===== src/rtl/conv_window_ctrl.sv =====
// 3x3 convolution window controller: walks pixel row/col over an IMG_W x IMG_H frame
// and presents window coordinates. Define CONV_STRIDE2_EN for stride-2 windows.
module conv_window_ctrl #(
    parameter int unsigned IMG_W = 28,
    parameter int unsigned IMG_H = 28,
    parameter int unsigned CW    = 5
) (
    input  logic          clk,
    input  logic          rst,
    input  logic          start,
    input  logic          in_valid,
    output logic          in_ready,
    output logic          lb_shift_en,
    output logic          win_valid,
    input  logic          win_ready,
    output logic [CW-1:0] win_row,
    output logic [CW-1:0] win_col,
    output logic          busy,
    output logic          frame_done
);

    localparam logic [CW-1:0] COL_LAST = CW'(IMG_W - 1);
    localparam logic [CW-1:0] ROW_LAST = CW'(IMG_H - 1);
    localparam logic [CW-1:0] TWO      = CW'(2);
    localparam logic [CW-1:0] ONE      = CW'(1);

    typedef enum logic [1:0] {
        IDLE = 2'd0,
        RUN  = 2'd1,
        DONE = 2'd2
    } state_t;

    state_t        state_q, state_d;
    logic [CW-1:0] row_q, row_d;
    logic [CW-1:0] col_q, col_d;
    logic          win_valid_q, win_valid_d;
    logic [CW-1:0] win_row_q, win_row_d;
    logic [CW-1:0] win_col_q, win_col_d;
    logic          busy_q;
    logic          frame_done_q;
    logic          win_hit;

    // Accept pixels only while running and no window is stalled downstream.
    assign in_ready    = (state_q == RUN) && !(win_valid_q && !win_ready);
    assign lb_shift_en = in_valid && in_ready;

    always_comb begin
        state_d     = state_q;
        row_d       = row_q;
        col_d       = col_q;
        win_valid_d = win_valid_q;
        win_row_d   = win_row_q;
        win_col_d   = win_col_q;
        win_hit     = 1'b0;

        case (state_q)
            IDLE: begin
                // A start is dropped while the previous frame's window is unconsumed.
                if (start && !win_valid_q) begin
                    state_d = RUN;
                    row_d   = '0;
                    col_d   = '0;
                end
            end
            RUN: begin
                if (lb_shift_en) begin
                    if (col_q == COL_LAST) begin
                        col_d = '0;
                        row_d = (row_q == ROW_LAST) ? '0 : row_q + ONE;
                        if (row_q == ROW_LAST) begin
                            state_d = DONE;
                        end
                    end else begin
                        col_d = col_q + ONE;
                    end
                end
            end
            DONE: begin
                state_d = IDLE;
            end
            default: begin
                state_d = IDLE;
            end
        endcase

`ifdef CONV_STRIDE2_EN
        // row-2 and col-2 even is the same as row and col even.
        win_hit = lb_shift_en && (row_q >= TWO) && (col_q >= TWO) && !row_q[0] && !col_q[0];
`else
        win_hit = lb_shift_en && (row_q >= TWO) && (col_q >= TWO);
`endif

        // A new window wins over consumption of the current one.
        if (win_hit) begin
            win_valid_d = 1'b1;
            win_row_d   = row_q - TWO;
            win_col_d   = col_q - TWO;
        end else if (win_ready) begin
            win_valid_d = 1'b0;
        end
    end

    always_ff @(posedge clk or negedge rst) begin
        if (!rst) begin
            state_q      <= IDLE;
            row_q        <= '0;
            col_q        <= '0;
            win_valid_q  <= 1'b0;
            win_row_q    <= '0;
            win_col_q    <= '0;
            busy_q       <= 1'b0;
            frame_done_q <= 1'b0;
        end else begin
            state_q      <= state_d;
            row_q        <= row_d;
            col_q        <= col_d;
            win_valid_q  <= win_valid_d;
            win_row_q    <= win_row_d;
            win_col_q    <= win_col_d;
            busy_q       <= (state_d == RUN);
            frame_done_q <= (state_d == DONE);
        end
    end

    assign win_valid  = win_valid_q;
    assign win_row    = win_row_q;
    assign win_col    = win_col_q;
    assign busy       = busy_q;
    assign frame_done = frame_done_q;

endmodule


===== config.mk =====
export PLATFORM = sky130hd
export DESIGN_NAME = conv_window_ctrl
export DESIGN_NICKNAME = d
export VERILOG_FILES = /design/src/rtl/conv_window_ctrl.sv
export SDC_FILE = /design/constraint.sdc
export NUM_CORES = 1
export LEC_CHECK = 0
export BUFFER_PORTS_ARGS = -buffer_cell sky130_fd_sc_hd__buf_2
export CAP_MARGIN = 10
export CORE_MARGIN = 2
export CORE_UTILIZATION = 25
export DETAILED_ROUTE_END_ITERATION = 8
export GPL_TIMING_DRIVEN = 1
export PLACE_DENSITY = 0.41
export SYNTH_ARGS = -nofsm -noshare
export SYNTH_HDL_FRONTEND = slang
export SYNTH_SLANG_ARGS = --single-unit

===== constraint.sdc =====
create_clock -name clk -period 2.4 [get_ports clk]
set_clock_uncertainty 0.05 [all_clocks]
set_input_delay 0.48 -clock clk [delete_from_list [all_inputs] [get_ports clk]]
set_output_delay 0.48 -clock clk [all_outputs]
set_load 0.01 [all_outputs]

# --- Word-level counts from Yosys, hierarchy flattened ---
# Index checks and enable logic that the tools add are counted.
op_classes:
  n_addsub: 4
  order_cmp: 2
  eq_ne: 8
  muxes: 15
  reduce_logical: 14
ops:
  columns: ["op", "n"]
  rows:
  - ["5-bit two-way mux", 6]
  - ["5-bit case mux with 2 select lines", 2]
  - ["5-bit by 1-bit adder with 5-bit output (second input constant)", 2]
  - ["5-bit equality test (second input constant)", 2]
  - ["5-bit by 2-bit greater-or-equal comparator with 1-bit output (second input constant)", 2]
  - ["5-bit by 2-bit subtractor with 5-bit output (second input constant)", 2]
  - ["2-bit two-way mux", 4]
  - ["1-bit logical AND", 6]
  - ["2-bit by 1-bit equality test with 1-bit output (second input constant)", 2]
  - ["2-bit inequality test (second input constant)", 2]
  - ["2-bit case mux with 2 select lines", 1]
  - ["4-bit AND reduction", 1]
  - ["2-bit nonzero test", 2]
  - ["1-bit logical NOT", 3]
  - ["3-bit AND reduction", 1]
  - ["2-bit equality test (second input constant)", 1]
  - ["2-bit logical NOT", 1]
  - ["1-bit two-way mux", 2]
  - ["2-bit by 1-bit inequality test with 1-bit output (second input constant)", 1]
totals:
  ff_bits: 25
  input_bits: 5
  output_inout_bits: 15
  elab_cells: 51

# --- Depth between registers and ports, before layout ---
# Gate-level depths: netlist of the first run.
logic_depth:
  ltp_word: 8
  depth_mapped: 7
  ltp_nobuf: 6

# --- Least setup slack after synthesis of the first run ---
# No wires, ideal clock.
synth_timing:
  kind: "register to register"
  startpoint: "reg col_q[0]"
  endpoint: "reg win_col_q[0], in the netlist win_col[0]"
  setup_time_ns: 0.125
  arrival_ns: 1.649
  required_ns: 2.225
  setup_slack_ns: 0.577
  path_stages_with_launch: 7
  path_buffers: 1
  period_less_slack_ns: 1.823
  path_cell_list: "dfrtp_1 -> inv_1 -> ha_1 -> a2111oi_0 -> a211o_1 -> buf_4 -> mux2_2"
synth_via:
  elab_chain_cells: 2
  word_cells_on_any_way: 3
  classes_between: "add/sub: 1; order compare: 1; reduce/logical: 1"
synth_lines:
  columns: ["element", "line_no", "rtl"]
  rows:
  - ["start, declared", "35", "logic [CW-1:0] col_q, col_d;"]
  - ["start signal, assigned", "116", "col_q <= col_d;"]
  - ["5-bit by 2-bit greater-or-equal comparator with 1-bit output", "90", "win_hit = lb_shift_en && (row_q >= TWO) && (col_q >= TWO);"]
  - ["1-bit logical AND", "90", null]
  - ["end signal, assigned", "119", "win_col_q <= win_col_d;"]
  - ["end, declared", "38", "logic [CW-1:0] win_col_q, win_col_d;"]
# Parallel ways exist; a longest one is shown, timed or not.
# A chain may end at the register's enable or synchronous reset.

# --- Final worst setup path of the first run ---
layout_timing:
  startpoint: "reg col_q[2]"
  endpoint: "reg win_col_q[1], in the netlist win_col[1]"
layout_via:
  elab_chain_cells: 2
layout_lines:
  columns: ["element", "line_no"]
  rows:
  - ["5-bit by 2-bit greater-or-equal comparator with 1-bit output", "90"]
  - ["1-bit logical AND", "90"]
# No other way between the ends.

==> metrics.md, run 1 <==
| Metric | Value |
|---|---|
| Critical path class | `reg2reg` |
| Sink Count | `25` |
| Pins Over Slew Limit | `0` |
| Power density cells | `1040 nW/um^2` |
| WL final | `2.93 mm` |
| Dpl hpwl | `2.11 mm` |
| GR Overflow Total | `0` |
| CP dominant cell by count | `inv_1` |
| Die Ht | `76.8 um` |
| Die area | `5900 um^2` |
| Dominant cell type by area after synthesis | `dfrtp_1` |
| Fillers | `536` |
| Via count | `1000` |
| Post-DR vias/cell | `4.65` |
| Tcrit/Tclk final | `85.9%` |
| Leakage | `0.724 nW` |
| Register area share after synthesis | `47.2%` |
| Setup TNS | `0 ps` |
| Routability cong. | `0.766` |
| Initial antenna violation count | `0` |
| Top Family by Delay on Critical Path | `compound AO/OA/AOI/OAI gates` |
| Normalized max-slew margin | `59.0%` |
| Final hold slack | `163 ps` |
| Largest family of logic cells by synthesized area | `simple AND/OR/NAND/NOR gates` |
| Post-synthesis adder-cell area fraction | `7.55%` |
| Setup violations, final | `0` |
| WL/cell | `13.6 um` |
| Complex-gate fraction of the synthesized area | `14.3%` |
| Yosys top cell area share | `47.2%` |
| Core area | `5110 um^2` |
| Syn. warnings | `0` |
| Starting density of the core | `25.9%` |
| Clk Latency, worst-skew pair | `270 ps` |
| Maximum VDD drop | `0.284 mV` |
| Mapped Avg Cell Area | `11.0 um^2` |
| Worst slew pin tran | `616 ps` |
| Simple-Gate Fraction of Synth Area | `14.6%` |
| P&R area growth vs syn | `18.6%` |
| Max-cap violations | `0` |
| Storage element area | `626 um^2` |
| Fin nets | `159` |
| Drt drc | `0` |
| Root buffer cell | `clkbuf_8` |
| Post-route ant nets | `0` |
| First-pass GRT wire length | `5.24 mm` |
| Iteration-0 DRC Markers | `44` |
| CTS tree | `built` |
| Htree depth | `1` |
| IO Pins | `20` |
| Mux cell area share after synthesis | `8.31%` |
| FMAX | `485 MHz` |
| Post-CTS Setup Bufs | `0` |
| Area contributors post-synth | `dfrtp_1 (47%), ha_1 (7.6%), mux2_2 (6.8%), o31ai_1 (4.5%), o41ai_1 (4.0%)` |
| Multi-input gate area | `628 um^2` |
| Data arrival, critical path | `2180 ps` |
| Ant. Diodes | `0` |
| Synthesized net count | `134` |
| # rows | `26` |
| Synth unique cells | `35` |
| Clock buffer count from CTS | `3` |
| Outcome | `finished clean` |
| Buffer and inverter count on the worst path | `3` |
| Gr usage total | `11.0%` |
| Setup crit end kind | `flop` |
| Die width | `76.8 um` |
| Worst hold path class | `in2async` |
| Post-cts gate resize count | `0` |
| CP cell instances | `inv_1 > ha_1 > inv_1 > a2111oi_0 > a211o_1 > buf_4 > mux2_2` |
| Critical path required time | `2510 ps` |
| Worst Setup Start Kind | `flop` |
| Max incr delay on CP | `460 ps` |
| Vias in the first global route | `1017` |
| # port buffers | `19` |
| Layout cells sized above 1 | `29.0%` |
| Mapped Area | `1330 um^2` |
| Setup slack after layout | `338 ps` |
| Hold Fails Final Rpt | `0` |
| CTS Buffer Depth | `2` |
| Clk slew on worst S/H paths | `90 ps` |
| Pin count of the biggest net entering global routing | `26` |
| DRT Pass-1 Iters | `4` |
| Dpl ws | `245 ps` |
| RSZ-0062 raised after global routing | `no` |
| Post-synthesis cell count | `121` |
| Highest-delay cell along the critical path | `dfrtp_1` |
| Crit path max fanout | `7` |
| Synth Area in XOR/XNOR | `2.64%` |
| Min cycle time layout | `2060 ps` |
| Hold Buf Count CTS | `0` |
| FF+latch count, synth | `25` |
==> state kept, by name, summed over array words and instances, names as in the netlist <==
register    count
frame_done      1
win_valid       1
busy            1
state_q         2
win_col         5
col_q           5
win_row         5
row_q           5
==> where the power goes <==
group / leakage (nW) / total, mW / switching [mW] / internal, mW
clock: 0.0228 / 0.257 / 0.138 / 0.119
combinational: 0.399 / 0.659 / 0.324 / 0.335
sequential: 0.302 / 0.716 / 0.147 / 0.569
==> cells in the mapped netlist <==
cell       count
clkbuf_1       3
mux2i_1        2
nand3_1        1
nor3_1         7
nand4b_1       2
nor2_2         1
and3_1         2
nor2_1         1
or2b_4         1
o21ai_0        2
nand3_2        1
and2_1         1
xor2_1         4
o41ai_1        6
nand2b_1       1
and4b_4        1
inv_1         12
dfrtp_1       25
a211o_1        1
a31oi_1        2
or4_4          1
a211oi_1       1
and2b_2        1
o22ai_1        1
a21oi_1        3
mux2_2         8
nor4_1         1
nand2_1        7
nor3b_1        1
buf_4          2
a21o_1         1
ha_1           8
o31ai_1        8
a2111oi_0      1
or2_0          1
==> layout make-up <==
type	count	share of cell area, %
clock buffers	4	2.87
inverters	12	2.87
multi-input cells	79	40.0
flip-flops and latches	25	39.8
well taps	70	5.57
repair buffers	25	8.92
==> per-layer routing <==
layer	vias up	track usage, %	share of wire (%)
met5	-	0	0
met4	0	1.64	0.41
met3	2	2.82	3.9
met2	25	17.8	47
met1	481	15.0	49
li1	492	-	-
==> placed cells by master (no fill, tap or decap), types with 2 or more instances in the layout <==
| cell | n |
|---|---|
| buf_4 | 6 |
| mux2_2 | 8 |
| o41ai_1 | 6 |
| nand4b_1 | 2 |
| a21oi_1 | 3 |
| nor3_1 | 7 |
| o31ai_1 | 8 |
| dfrtp_1 | 25 |
| nand2_1 | 7 |
| ha_1 | 8 |
| clkbuf_8 | 3 |
| o21ai_0 | 2 |
| and3_1 | 2 |
| mux2i_1 | 2 |
| a31oi_1 | 2 |
| inv_1 | 12 |
| buf_2 | 19 |
| xor2_1 | 4 |
==> cell families after synthesis <==
kind of cell,count (synthesis)
xor+xnor,4
flops,25
compound gates,26
simple gates,31
buf+inv,17
mux,10
fa+ha+maj,8
==> worst paths after layout <==
check	from	to	slack [ps]	cells past startpoint
hold reg to reg	win_row[4]	win_row[4]	460	1
setup reg to reg	col_q[2]	win_col[1]	340	7
min in group clk	win_row[4]	win_row[4]	460	1
max in group asynchronous	rst	state_q[1]	1740	1
setup / recovery	col_q[2]	win_col[1]	340	7
hold / removal	rst	win_col[4]	160	1
==> per-stage QoR <==
step                      cells  util (%)  area, um^2  total power [mW]
after floorplan             121         -        1330              1.16
after global placement      211      29.9        1530              1.39
after CTS                   215      30.8        1570              1.66
final                       215      30.8        1570              1.63
after detailed placement    211      29.9        1530              1.39
after global routing        215      30.8        1570              1.79
(Power assumes the default switching activity.)
==> run 2, diff against run 1 <==
Settings changed: BUFFER_PORTS_ARGS -buffer_cell sky130_fd_sc_hd__buf_2 to -buffer_cell sky130_fd_sc_hd__buf_4, CTS_BUF_LIST set to sky130_fd_sc_hd__clkbuf_4 sky130_fd_sc_hd__clkbuf_8.
Clock period 2.4 ns to 2.5 ns, I/O delays scaled along.
==> metrics.md, run 2 (same netlist as run 1, synthesis figures left out) <==
| Metric | Value |
|---|---|
| Outcome | `finished clean (unchanged)` |
| Internal | `1.01 mW (was 1.02 mW)` |
| FF-to-FF Start | `col_q[0] (was col_q[2])` |
| Setup violations, final | `0 (unchanged)` |
| Hold Fails Final Rpt | `0 (unchanged)` |
| Reg2reg end | `win_row[1] (was win_col[1])` |
| Normalized max-slew margin | `54.9% (was 59.0%)` |
| Worst slew pin tran | `674 ps (was 616 ps)` |
| Die area | `5900 um^2 (unchanged)` |
| FF-to-FF path depth | `5 (was 7)` |
| Power density cells | `998 nW/um^2 (was 1040 nW/um^2)` |
| WL/cell | `13.6 um (about the same)` |
| Clk slew on worst S/H paths | `90 ps (about the same)` |
| Gr usage total | `10.3% (was 11.0%)` |
| CTS Buffer Depth | `2 (unchanged)` |
| Drt drc | `0 (unchanged)` |
| # rows | `26 (unchanged)` |
| Leakage | `0.726 nW (was 0.724 nW)` |
| Root buffer cell | `clkbuf_8 (unchanged)` |
| Pins Over Slew Limit | `0 (unchanged)` |
| Critical path class | `reg2reg (unchanged)` |
| FMAX | `445 MHz (was 485 MHz)` |
| Buffer and inverter count on the worst path | `1 (was 3)` |
| Tcrit/Tclk final | `89.8% (was 85.9%)` |
| Post-cts gate resize count | `0 (unchanged)` |
| Core area | `5110 um^2 (unchanged)` |
| Design Area, Final | `1600 um^2 (was 1570 um^2)` |
| IO Pins | `20 (unchanged)` |
| Die Ht | `76.8 um (unchanged)` |
| Highest-delay cell along the critical path | `a211o_1 (was dfrtp_1)` |
| Fin nets | `156 (was 159)` |
| Placed Cells | `208 (was 211)` |
| Via count | `1009 (was 1000)` |
| Post-route ant nets | `0 (unchanged)` |
| Dpl ws | `157 ps (was 245 ps)` |
| Fillers | `548 (was 536)` |
| CP cell instances | `inv_1 > ha_1 > a2111oi_0 > a211o_1 > mux2_2 (was inv_1 > ha_1 > inv_1 > a2111oi_0 > a211o_1 > buf_4 > mux2_2)` |
| Clk Latency, worst-skew pair | `270 ps (about the same)` |
| Worst Setup Start Kind | `flop (unchanged)` |
| Crit path launch | `col_q[0] (was col_q[2])` |
| Maximum VDD drop | `0.294 mV (was 0.284 mV)` |
| Setup TNS | `0 ps (unchanged)` |
| Share of power burned in registers | `43.4% (was 43.9%)` |
| Setup slack after layout | `255 ps (was 338 ps)` |
| Routability cong. | `0.783 (was 0.766)` |
| R2r setup slk | `250 ps (was 340 ps)` |
| Clock buffer count from CTS | `3 (unchanged)` |
| Sw power | `588 uW (was 609 uW)` |
| Final hold slack | `74.1 ps (was 163 ps)` |
| Data arrival, critical path | `2360 ps (was 2180 ps)` |
| Commonest non-fill, non-tap cell in the layout | `dfrtp_1 (unchanged)` |
| Critical path required time | `2610 ps (was 2510 ps)` |
| Die width | `76.8 um (unchanged)` |
| Top Family by Delay on Critical Path | `compound AO/OA/AOI/OAI gates (unchanged)` |
| Hold Buf Count CTS | `0 (unchanged)` |
| # port buffers | `19 (unchanged)` |
| Comb power frac | `41.1% (was 40.4%)` |
| Starting density of the core | `25.9% (unchanged)` |
| Htree depth | `1 (unchanged)` |
| WL final | `2.89 mm (was 2.93 mm)` |
| Clock Power Share | `15.5% (was 15.7%)` |
| GR Overflow Total | `0 (unchanged)` |
| Initial antenna violation count | `0 (unchanged)` |
| Max incr delay on CP | `500 ps (was 460 ps)` |
| Sink Count | `25 (unchanged)` |
| P&R area growth vs syn | `20.8% (was 18.6%)` |
| Vias in the first global route | `1013 (was 1017)` |
| DP Area | `1550 um^2 (was 1530 um^2)` |
| Iteration-0 DRC Markers | `42 (was 44)` |
| Ant. Diodes | `0 (unchanged)` |
| Pin count of the biggest net entering global routing | `26 (unchanged)` |
| Layout cells sized above 1 | `28.2% (was 29.0%)` |
| Commonest non-fill, non-tap cells in the layout | `dfrtp_1 (25), buf_4 (22), inv_1 (12) (was dfrtp_1 (25), buf_2 (19), inv_1 (12))` |
| Setup crit end | `win_row[1] (was win_col[1])` |
| Post-CTS Setup Bufs | `0 (unchanged)` |
| Setup crit end kind | `flop (unchanged)` |
| RSZ-0062 raised after global routing | `no (unchanged)` |
| Min cycle time layout | `2250 ps (was 2060 ps)` |
| Worst hold path class | `in2async (unchanged)` |
| Levels on crit path | `5 (was 7)` |
| Dpl hpwl | `2.10 mm (was 2.11 mm)` |
| CTS tree | `built (unchanged)` |
| First-pass GRT wire length | `5.02 mm (was 5.24 mm)` |
| Non-Filler Instances | `212 (was 215)` |
| Sw Ratio | `36.8% (was 37.3%)` |
| Max-cap violations | `0 (unchanged)` |
| Post-DR vias/cell | `4.76 (was 4.65)` |
| Crit path max fanout | `11 (was 7)` |
| DRT Pass-1 Iters | `4 (unchanged)` |
[run 2: changes by cell type in the layout (fill, tap and decap cells not counted)]
cell | previous run | this run
buf_2 | 19 | 0
buf_4 | 6 | 22
clkbuf_1 | 1 | 0
clkinvlp_4 | 0 | 1
[run 2: metrics by stage]
stage / total power [mW] / util [%]
after global routing: 1.74 / 31.3
after CTS: 1.63 / 31.3
after global placement: 1.38 / 30.4
after floorplan: 1.11 / -
final: 1.60 / 31.3
after detailed placement: 1.37 / 30.4
[run 2: layout make-up]
cell class	instances	area, um^2	share of cell area [%]
clock inverter	1	7.51	0.469
sequential	25	626	39.1
timing repair buffer	22	165	10.3
clock buffer	3	41.3	2.58
multi-input combinational	79	628	39.2
tap	70	87.6	5.47
inverter	12	45.0	2.81
[run 2: power groups by stage]
stage	Sequential [mW]	Clock [mW]	Combinational, mW
floorplan	0.694	0	0.415
global placement	0.701	0	0.676
detailed placement	0.703	0	0.668
finish	0.693	0.248	0.657
CTS	0.695	0.266	0.673
global route	0.721	0.285	0.738
[run 2: routing by layer]
metal  wire (um)  GRT usage [%]  up-vias
met4          19           2.73        0
met1        1460           15.0      495
met3         126           2.12        2
li1            -              -      484
met5           0              0        -
met2        1280           15.6       28
[run 2: worst register-to-register path, cell delays in order, from the launching register on]
cell and delay, ps:
dfrtp_1 450, inv_1 70, ha_1 200, a2111oi_0 490, a211o_1 500, mux2_2 390
[run 2: worst min-delay path by stage]
stage	to	slack (ps)	cells past startpoint
2_1_floorplan	busy	150	0
3_3_place_gp	win_col[4]	380	1
3_5_place_dp	win_col[4]	380	1
4_1_cts	win_col[4]	80	1
5_1_grt	win_row[3]	80	1
6_report	win_col[4]	70	1
==> run 3, diff against run 2 <==
Settings changed: ABC_AREA set to 1.
==> metrics.md, run 3 <==
| Metric | Value |
|---|---|
| Die Ht | `81.1 um (was 76.8 um)` |
| Worst Setup Start Kind | `flop (unchanged)` |
| DRT Pass-1 Iters | `4 (unchanged)` |
| DP Area | `1660 um^2 (was 1550 um^2)` |
| Hold Fails Final Rpt | `0 (unchanged)` |
| Starting density of the core | `25.6% (was 25.9%)` |
| Pins Over Slew Limit | `0 (unchanged)` |
| Root buffer cell | `clkbuf_8 (unchanged)` |
| Max incr delay on CP | `410 ps (was 500 ps)` |
| Die area | `6580 um^2 (was 5900 um^2)` |
| Clk Latency, worst-skew pair | `280 ps (was 270 ps)` |
| Min cycle time layout | `2050 ps (was 2250 ps)` |
| List of most frequent post-synthesis cells | `nand2_1 (56), dfrtp_1 (25), nand4_1 (16), inv_1 (15), nand3_1 (11) (was dfrtp_1 (25), inv_1 (12), ha_1 (8), mux2_2 (8), o31ai_1 (8))` |
| Tcrit/Tclk final | `82.0% (was 89.8%)` |
| Drt drc | `0 (unchanged)` |
| Register area share after synthesis | `42.1% (was 47.2%)` |
| Syn. warnings | `0 (unchanged)` |
| Yosys top cell area share | `42.1% (was 47.2%)` |
| FMAX | `488 MHz (was 445 MHz)` |
| Mapped Area | `1490 um^2 (was 1330 um^2)` |
| Routability cong. | `0.724 (was 0.783)` |
| Crit path max fanout | `12 (was 11)` |
| CTS tree | `built (unchanged)` |
| Data arrival, critical path | `1500 ps (was 2360 ps)` |
| IO Pins | `20 (unchanged)` |
| Post-CTS Setup Bufs | `0 (unchanged)` |
| Power density cells | `686 nW/um^2 (was 998 nW/um^2)` |
| Leakage | `0.917 nW (was 0.726 nW)` |
| Clk slew on worst S/H paths | `100 ps (was 90 ps)` |
| Final hold slack | `68.9 ps (was 74.1 ps)` |
| Critical path required time | `1950 ps (was 2610 ps)` |
| Mapped Avg Cell Area | `8.30 um^2 (was 11.0 um^2)` |
| Commonest non-fill, non-tap cell in the layout | `nand2_1 (was dfrtp_1)` |
| WL/cell | `11.9 um (was 13.6 um)` |
| Placed Cells | `266 (was 208)` |
| Initial antenna violation count | `0 (unchanged)` |
| Clock buffer count from CTS | `3 (unchanged)` |
| Normalized max-slew margin | `75.4% (was 54.9%)` |
| Hold Buf Count CTS | `0 (unchanged)` |
| Setup TNS | `0 ps (unchanged)` |
| Overall Power | `1.17 mW (was 1.60 mW)` |
| Htree depth | `1 (unchanged)` |
| Area contributors post-synth | `dfrtp_1 (42%), nand2_1 (14%), ha_1 (6.7%), nand4_1 (6.7%), inv_1 (3.8%) (was dfrtp_1 (47%), ha_1 (7.6%), mux2_2 (6.8%), o31ai_1 (4.5%), o41ai_1 (4.0%))` |
| Post-synthesis cell count | `179 (was 121)` |
| Critical path class | `reg2out (was reg2reg)` |
| Synth unique cells | `25 (was 35)` |
| Die width | `81.1 um (was 76.8 um)` |
| Non-Filler Instances | `270 (was 212)` |
| Core area | `5820 um^2 (was 5110 um^2)` |
| First-pass GRT wire length | `5.58 mm (was 5.02 mm)` |
| Post-route ant nets | `0 (unchanged)` |
| Outcome | `finished clean (unchanged)` |
| Sink Count | `25 (unchanged)` |
| # rows | `28 (was 26)` |
| Dominant cell type by area after synthesis | `dfrtp_1 (unchanged)` |
| Design Area, Final | `1710 um^2 (was 1600 um^2)` |
| Highest-delay cell along the critical path | `dfrtp_1 (was a211o_1)` |
| Setup violations, final | `0 (unchanged)` |
| Vias in the first global route | `1125 (was 1013)` |
| Via count | `1150 (was 1009)` |
| # port buffers | `19 (unchanged)` |
| Setup crit end kind | `primary output (was flop)` |
| Most common cell in the netlist | `nand2_1 (was dfrtp_1)` |
| P&R area growth vs syn | `15.1% (was 20.8%)` |
| Synthesized net count | `192 (was 134)` |
| WL final | `3.20 mm (was 2.89 mm)` |
| Buffer and inverter count on the worst path | `2 (was 1)` |
| Top Family by Delay on Critical Path | `simple AND/OR/NAND/NOR gates (was compound AO/OA/AOI/OAI gates)` |
| Layout cells sized above 1 | `22.6% (was 28.2%)` |
| Iteration-0 DRC Markers | `47 (was 42)` |
| Post-DR vias/cell | `4.26 (was 4.76)` |
| Dpl hpwl | `2.34 mm (was 2.10 mm)` |
| FF-to-FF Start | `row_q[2] (was col_q[0])` |
| Worst hold path class | `in2async (unchanged)` |
| Ys async rst share | `100% (unchanged)` |
| RSZ-0062 raised after global routing | `no (unchanged)` |
| Maximum VDD drop | `0.203 mV (was 0.294 mV)` |
| GR Overflow Total | `0 (unchanged)` |
| CP cell instances | `nor2_4 > nand3_4 > inv_2 > buf_4 (was inv_1 > ha_1 > a2111oi_0 > a211o_1 > mux2_2)` |
| CTS Buffer Depth | `2 (unchanged)` |
| Max-cap violations | `0 (unchanged)` |
| Most common flop cell mapped by yosys | `dfrtp_1 (unchanged)` |
| FF+latch count, synth | `25 (unchanged)` |
| Pin count of the biggest net entering global routing | `26 (unchanged)` |
| Gr usage total | `11.1% (was 10.3%)` |
| Ant. Diodes | `0 (unchanged)` |
| Crit path launch | `state_q[1] (was col_q[0])` |
| Post-cts gate resize count | `0 (unchanged)` |
| Worst slew pin tran | `369 ps (was 674 ps)` |
| Fin nets | `209 (was 156)` |
| Post-synth EDFFs | `0 (unchanged)` |
| Commonest non-fill, non-tap cells in the layout | `nand2_1 (56), dfrtp_1 (25), buf_4 (20) (was dfrtp_1 (25), buf_4 (22), inv_1 (12))` |
## run 3: cell types whose count changed after synthesis, moves of 5 or more
cell | before | now
nand4_1 | 0 | 16
inv_2 | 0 | 5
o41ai_1 | 6 | 0
nor2_1 | 1 | 7
mux2_2 | 8 | 0
nand3_1 | 1 | 11
nor3_1 | 7 | 1
o21ai_1 | 0 | 5
nand2_1 | 7 | 56
o31ai_1 | 8 | 0
## run 3: final cells by class
| class | instances | area (um^2) |
|---|---|---|
| multi-input cells | 126 | 717 |
| clock inverters | 1 | 7.51 |
| repair buffers | 20 | 150 |
| well taps | 75 | 93.8 |
| inverters | 20 | 75.1 |
| clock buffers | 3 | 41.3 |
| flip-flops and latches | 25 | 626 |
| fillers | 658 | 4110 |
## run 3: logic make-up after synthesis
family | Yosys count | share of synthesized area (%)
xor gates and xnor gates | 2 | 1.18
buffers and inverters | 28 | 9.68
adders and majority gates | 8 | 6.73
and+or+nand+nor | 106 | 37.0
AOI/OAI and AO/OA | 10 | 3.37
DFF | 25 | 42.1
## run 3: worst paths after layout
| check | end | slack, ps | depth (start not counted) |
|---|---|---|---|
| setup / recovery | lb_shift_en | 450 | 4 |
| setup reg to reg | win_row[3] | 810 | 7 |
| max in group asynchronous | row_q[2] | 2070 | 1 |
| hold reg to reg | win_row[0] | 440 | 2 |
| min in group clk | win_row[0] | 440 | 2 |
| hold / removal | col_q[4] | 70 | 1 |
## run 3: through the flow
stage	worst slack [ps]	util, %
final	449	29.4
after global routing	337	29.4
after CTS	427	29.4
after detailed placement	731	28.6
after global placement	731	28.6
after floorplan	939	-
## run 3: per-layer routing
layer	vias up	part of all wire (%)	global-route usage [%]	routed length, um
met1	512	50	15.2	1610
met4	0	1.5	3.56	47
met2	21	44	17.1	1400
li1	613	-	-	-
met3	4	4.3	2.89	139
met5	-	0	0	0
## run 3: report_power, final
group / switching (mW) / total (mW) / internal (mW)
sequential: 0.0952 / 0.559 / 0.464
combinational: 0.210 / 0.359 / 0.149
clock: 0.143 / 0.256 / 0.113
total: 0.448 / 1.17 / 0.726
